[src/rtl/fp_sqrt_scheduler.sv]
// fp_sqrt_scheduler: request FIFO + dispatch FSM in front of a sequential
// float32 square-root unit. One operation in flight; result held in an
// output register until writeback takes it.
module fp_sqrt_scheduler #(
  parameter int DEPTH = 4,
  parameter int TAG_W = 6
) (
  input  logic             clk_i,
  input  logic             rst_i,
  input  logic             flush_i,
  input  logic             req_valid_i,
  output logic             req_ready_o,
  input  logic [31:0]      req_operand_i,
  input  logic [TAG_W-1:0] req_tag_i,
  output logic             sqrt_valid_o,
  output logic [31:0]      sqrt_operand_o,
  input  logic             sqrt_idle_i,
  input  logic             sqrt_valid_i,
  input  logic [31:0]      sqrt_result_i,
  input  logic [2:0]       sqrt_flags_i,
  input  logic [2:0]       sqrt_round_i,
  output logic             res_valid_o,
  input  logic             res_ready_i,
  output logic [31:0]      res_result_o,
  output logic [TAG_W-1:0] res_tag_o,
  output logic [2:0]       res_flags_o,
  output logic [2:0]       res_round_o,
  output logic             busy_o
);
  localparam int PW = $clog2(DEPTH);

  typedef enum logic [1:0] {IDLE, BUSY, DONE} state_t;

  state_t           state;
  logic [31:0]      op_q  [DEPTH];
  logic [TAG_W-1:0] tag_q [DEPTH];
  logic [PW-1:0]    rd_ptr, wr_ptr;
  logic [PW:0]      count;
  logic             killed;
  logic [TAG_W-1:0] fly_tag;
  logic             push, dispatch;

  // Ready ignores a same-cycle pop: a full FIFO never accepts.
  assign req_ready_o    = (count != (PW+1)'(DEPTH));
  assign push           = req_valid_i & req_ready_o & ~flush_i;
  assign dispatch       = (count != '0) & sqrt_idle_i & ~flush_i &
                          ((state == IDLE) | ((state == DONE) & res_ready_i));
  assign sqrt_valid_o   = dispatch;
  assign sqrt_operand_o = op_q[rd_ptr];
  assign res_valid_o    = (state == DONE);
  assign busy_o         = (count != '0) | (state != IDLE);

  // Request FIFO: flush wins over push and pop; no bypass to the head.
  always_ff @(posedge clk_i) begin
    if (rst_i) begin
      rd_ptr <= '0;
      wr_ptr <= '0;
      count  <= '0;
      for (int i = 0; i < DEPTH; i++) begin
        op_q[i]  <= '0;
        tag_q[i] <= '0;
      end
    end else if (flush_i) begin
      rd_ptr <= wr_ptr;
      count  <= '0;
    end else begin
      if (push) begin
        op_q[wr_ptr]  <= req_operand_i;
        tag_q[wr_ptr] <= req_tag_i;
        wr_ptr        <= wr_ptr + PW'(1);
      end
      if (dispatch) rd_ptr <= rd_ptr + PW'(1);
      case ({push, dispatch})
        2'b10:   count <= count + (PW+1)'(1);
        2'b01:   count <= count - (PW+1)'(1);
        default: count <= count;
      endcase
    end
  end

  // Dispatch/track/hold FSM. A flush while the unit is busy cannot abort it,
  // so the in-flight op is marked killed and its result discarded on arrival.
  always_ff @(posedge clk_i) begin
    if (rst_i) begin
      state        <= IDLE;
      killed       <= 1'b0;
      fly_tag      <= '0;
      res_result_o <= '0;
      res_tag_o    <= '0;
      res_flags_o  <= '0;
      res_round_o  <= '0;
    end else begin
      if (dispatch) begin
        fly_tag <= tag_q[rd_ptr];
        killed  <= 1'b0;
      end
      case (state)
        IDLE: if (dispatch) state <= BUSY;
        BUSY: begin
          if (sqrt_valid_i) begin
            if (killed | flush_i) begin
              state <= IDLE;
            end else begin
              res_result_o <= sqrt_result_i;
              res_tag_o    <= fly_tag;
              res_flags_o  <= sqrt_flags_i;
              res_round_o  <= sqrt_round_i;
              state        <= DONE;
            end
          end else if (flush_i) begin
            killed <= 1'b1;
          end
        end
        DONE: begin
          if (flush_i)          state <= IDLE;
          else if (res_ready_i) state <= dispatch ? BUSY : IDLE;
        end
        default: state <= IDLE;
      endcase
    end
  end
endmodule
[config.mk]
export PLATFORM = sky130hd
export DESIGN_NAME = fp_sqrt_scheduler
export DESIGN_NICKNAME = d
export VERILOG_FILES = /design/src/rtl/fp_sqrt_scheduler.sv
export SDC_FILE = /design/constraint.sdc
export NUM_CORES = 1
export LEC_CHECK = 0
export ABC_AREA = 1
export ABC_CLOCK_PERIOD_IN_PS = 5020
export CAP_MARGIN = 20
export CORE_MARGIN = 2
export CORE_UTILIZATION = 47
export DETAILED_ROUTE_END_ITERATION = 12
export PLACE_DENSITY = 0.76
export SYNTH_ARGS = -nofsm -noshare
export SYNTH_HDL_FRONTEND = slang
export SYNTH_SLANG_ARGS = --single-unit
export TNS_END_PERCENT = 1
[constraint.sdc]
create_clock -name clk_i -period 5.02 [get_ports clk_i]
set_clock_uncertainty 0.2 [all_clocks]
set_input_delay 1.255 -clock clk_i [delete_from_list [all_inputs] [get_ports clk_i]]
set_output_delay 1.255 -clock clk_i [all_outputs]
set_load 0.05 [all_outputs]
Yosys cells after proc, flatten, opt, wreduce, memory -nomap -nowiden --
Memory sizes are Yosys's and may differ from the RTL's. A register that Yosys moved wholly into a read port is not among the register bits. Index checks and enable logic that the tools add are counted.
Storage, ports and cells: register bits 54, latch bits 0, RAM bits 152, ROM bits 0, input port bits 83, logic and storage cells 73, memories kept 2
Memory list:
- op_q | words 4, bits a word 32, read ports 1, clocked after memory_dff 1, wr ports 4, line 35 | logic [31:0] op_q [DEPTH];
- tag_q | words 4, bits a word 6, read ports 1, clocked after memory_dff 1, wr ports 4, line 36 | logic [TAG_W-1:0] tag_q [DEPTH];
Operators by class: add/subtract/negate cells 4, multipliers 0, divide/modulo/power cells 0, order comparisons 0, eq/ne operators 8, shifts and indexed selects 0, muxes and demuxes 28, bitwise gates (word level) 11, reductions and logical operators 11
Operators by type and width (count):
- two-way mux 32 bit | 1
- OR reduction 32 bit | 1
- two-way mux 2 bit | 11
- two-way mux 1 bit | 13
- bitwise AND 1 bit | 6
- two-way mux 6 bit | 1
- one-hot mux 2 bit (3 select lines) | 1
- one-hot mux 3 bit (2 select lines) | 1
- AND reduction 3 bit | 2
- nonzero test 2 bit | 3
- OR reduction 6 bit | 1
- adder 2 x 1 -> 2 bit (second input constant) | 2
- == test 2 x 1 -> 1 bit (second input constant) | 2
- == test 2 bit (second input constant) | 2
- inequality test 2 bit (second input constant) | 2
- adder 3 x 1 -> 3 bit (second input constant) | 1
- inequality test 3 x 2 -> 1 bit (second input constant) | 1
- inequality test 3 bit (second input constant) | 1
- bitwise OR 1 bit | 3
- nonzero test 3 bit | 1
- subtractor 3 x 1 -> 3 bit (second input constant) | 1
- logical NOT 2 bit | 1
- inverter 1 bit | 2
- AND reduction 2 bit | 1
- OR reduction 2 bit | 1

Logic depth before layout (Yosys ltp) --
Gate-level depths: netlist of run 1.
depth in word-level cells 9, depth in mapped cells 11, depth with buffers taken out 11

Worst setup path after synthesis of run 1 --
OpenSTA, ideal clock, no wires.
kind input to register, from in flush_i, to mem op_q[0][0], enable pin, library setup time 0.486 ns, data arrival time 4.628 ns, required time 4.334 ns, path slack -0.294 ns, cell stages on the path 7, cell sequence buf_6 > clkinv_2 > nand3_4 > nor2_4 > buf_4 > nand2_1 > o21ai_0
RTL lines:
- from (decl) | line 10 | input logic flush_i,
- to (decl) | line 35

==> results of run 1 <==
==> cell type report <==
class | count | area [sq um]
Clock buffer | 33 | 654.4
Fill cell | 1539 | 7227
Sequential cell | 214 | 5807
Tap cell | 234 | 292.8
Timing Repair Buffer | 177 | 1744
Inverter | 68 | 256.5
Multi-Input combinational cell | 553 | 2535
Clock inverter | 7 | 63.81
==> metal layers <==
metal,part of all wire,up-vias,wire length (microns),GRT usage
li1,-,3273,-,-
met1,0.41,3073,8346,0.2612
met2,0.49,271,10040,0.3561
met3,0.080,40,1655,0.03838
met4,0.025,0,513,0.06737
met5,0,-,0,0
==> how the worst max path moves through the flow <==
stage                    from              endpoint  slack [ns]  depth (start not counted)
floorplan             flush_i  op_q[3][0]$_DFFE_PP_       -0.12                          4
global placement      flush_i          sqrt_valid_o        0.95                          6
detailed placement    flush_i          sqrt_valid_o        0.95                          6
CTS                 flip-flop    sqrt_operand_o[25]        0.69                          5
global route        flip-flop    sqrt_operand_o[25]        0.62                          5
finish              flip-flop    sqrt_operand_o[25]        0.73                          5
==> flip-flops by register name (all words and copies together), names as in the netlist, named ones only <==
name,cells
tag_q,24
wr_ptr,2
res_round_o,3
res_result_o,32
killed,1
fly_tag,6
state,2
rd_ptr,2
res_tag_o,6
op_q,128
res_flags_o,3
count,3
==> worst max-delay path: cells and delay by family (launching register included) <==
kind	cells	cell delay [ns]
buf+inv	3	1.69
compound gates	2	0.34
flops	1	0.31
==> power groups by stage <==
| stage | registers [uW] | logic [uW] | clock network (uW) |
|---|---|---|---|
| 6_report | 1980 | 503 | 1600 |
| 5_1_grt | 1990 | 540 | 1700 |
| 4_1_cts | 1980 | 508 | 1640 |
| 3_5_place_dp | 2020 | 503 | 0 |
| 3_3_place_gp | 2020 | 501 | 0 |
| 2_1_floorplan | 2020 | 290 | 0 |
==> stage by stage <==
step,cell area [sq um],hold slack (ns)
global route,11350,0.3012
global placement,10640,0.2568
finish,11350,0.2676
CTS,11350,0.2750
floorplan,8827,0.2401
detailed placement,10640,0.2654
==> synthesized netlist by cell type, drive strengths merged <==
master    n  share of area
clkinv    3         0.0014
inv      65          0.028
nor2    303           0.14
o31ai     1        0.00085
o21ai   143          0.081
fa        1         0.0023
nand2    48          0.020
xor2      1        0.00099
a21oi    10         0.0057
nand3b    1        0.00085
nor3      2         0.0011
ha        1         0.0014
buf      24          0.018
o22ai    32          0.023
clkbuf   31          0.013
nand3    10         0.0088
edfxtp  152           0.52
dfxtp    62           0.14
==> kinds of logic (layout without fill, tap and decap cells) <==
kind of cell,count (synthesis),count (layout)
AOI/OAI and AO/OA,186,186
buffers and inverters,123,285
DFF,214,214
xor gates and xnor gates,1,1
adders and majority gates,2,2
and+or+nand+nor,364,364
==> flow_summary.yaml, run 1 <==
power_and_ir_drop:
  power_uw: 4085
  p_leak_uw: 0.004330
  seqPwrFrac: 0.485
  p_int_uw: 3086
  powerDensity_nw_per_um2: 359.8
  power_frac_clock: 0.392
  p_sw_frac: 0.2445
  p_switching_uw: 998.6
  comb_power_share: 0.123
  peakVddDrop_mv: 0.2488
critical_path:
  criticalPathCategory: "reg2out"
  path_cells: "inv_1 > buf_4 > o21ai_0 > o22ai_1 > clkdlybuf4s50_1"
  path_max_fanout: 22
  crit_slowest_cell: "clkdlybuf4s50_1"
  cp-end-kind: "output port"
  start_kind: "flip-flop"
  r2r_start: "count[0]$_SDFFE_PP0P_"
  required_ns: 3.57
  rrSetupSlack_ns: 2.47
  slowest_delay_ns: 0.87
  reg2regPathDepth: 7
  r2r-end: "op_q[0][9]$_SDFFCE_PN0P_"
  arrival_ns: 2.84
worst_hold_path:
  hold_path_end: "killed$_SDFF_PP0_"
  hold_start: "killed$_SDFF_PP0_"
  whs_path_depth: 2
  min_path_type: "reg2reg"
placement:
  place_ws_ns: 0.9474
  post-dp-hpwl_mm: 12.31
  gp_congestion: 0.7932
  portBuffers: 162
  dp_cells: 1246
clock_network:
  ctsResizeCount: 0
  clockBufferDepth: 3
  root_buffer: "clkbuf_16"
  ctsHoldBuffers: 0
  cts_buffers: 23
  cts_tree: "yes"
  clkSinkCount: 214
  insertion_delay_ns: 0.49
  path_clk_slew_ns: 0.06
  cts_setup_buffers: 0
  h-tree-depth: 1
layout:
  fin_nets: 1122
  fin_util: 0.6110
  stdcell_count: 1286
  synthToLayoutAreaGrowth_pct: 28.62
  final_common_cell: "nor2_1"
  final_layout_size_suffix_gt1_frac: 0.07985
  diodes: 0
  final_cell_mix: "281 x nor2_1, 161 x clkdlybuf4s50_1, 152 x edfxtp_1"
synthesis:
  synth-simple-area-share: 0.1668
  synth-compound-area-share: 0.1103
  synthAdderAreaFrac: 0.003685
  synthesis.nets: 975
  synthCells: 890
  synth_cell_types: 27
  synth_xor_area_frac: 0.0009922
  yosysWarnings: 0
  avgSynthCellArea_sq_um: 9.918
  synth_mux_area_frac: 0
  netlist_area_sq_um: 8827
  ys_ff_latch: 214
  yosysSeqAreaShare: 0.6577
  synth_top_family_by_area: "simple AND/OR/NAND/NOR gates"
floorplan:
  start_util: 0.4751
  rows: 50
  pin_count: 163
  die_w_microns: 141.0
  core_area_sq_um: 18580
  dieArea_sq_um: 19890
  die_h_microns: 141.0
timing:
  finalCriticalPeriod_ns: 4.292
  finalCritPeriodShare: 0.8549
  worst_slack_ns: 0.7282
  final.setup.tns_ns: 0
  rsz0062_at_grt: "false"
  hold_viol: 0
  slew-limit-headroom: 0.4305
  max_freq_mhz: 233.0
  tightestPinTransition_ns: 0.8510
  setup_viol: 0
  slew_viol_final: 0
route:
  drt_iter0_drc: 480
  vias: 6657
  routed_wl_mm: 20.56
  ant_nets: 0
  vias_per_cell: 5.177
  dr.pass1.iters: 5
  drc: 0
  wl_per_cell_microns: 15.99
grt:
  antenna_found_initial: 0
  grt-ovfl-total: 0
  grt_first_pass_wirelength_mm: 32.53
  grt_pass1_vias: 6494
  grt_usage: 0.2053
  grt_max_degree: 65
flow_run:
  max_cap_viol_count: 0
outcome:
  status: "complete, no violations"
No activity file was read; power rests on OpenSTA's default activity.
==> run 2, diff against run 1 <==
--- a/config.mk
+++ b/config.mk
@@ -12,6 +12,7 @@
 export CORE_UTILIZATION = 47
 export DETAILED_ROUTE_END_ITERATION = 12
 export PLACE_DENSITY = 0.76
+export SKIP_CTS_REPAIR_TIMING = 1
 export SYNTH_ARGS = -nofsm -noshare
 export SYNTH_HDL_FRONTEND = slang
 export SYNTH_SLANG_ARGS = --single-unit
==> results of run 2 <==
No change in the layout: final DEF, timing and power equal those of run 1.
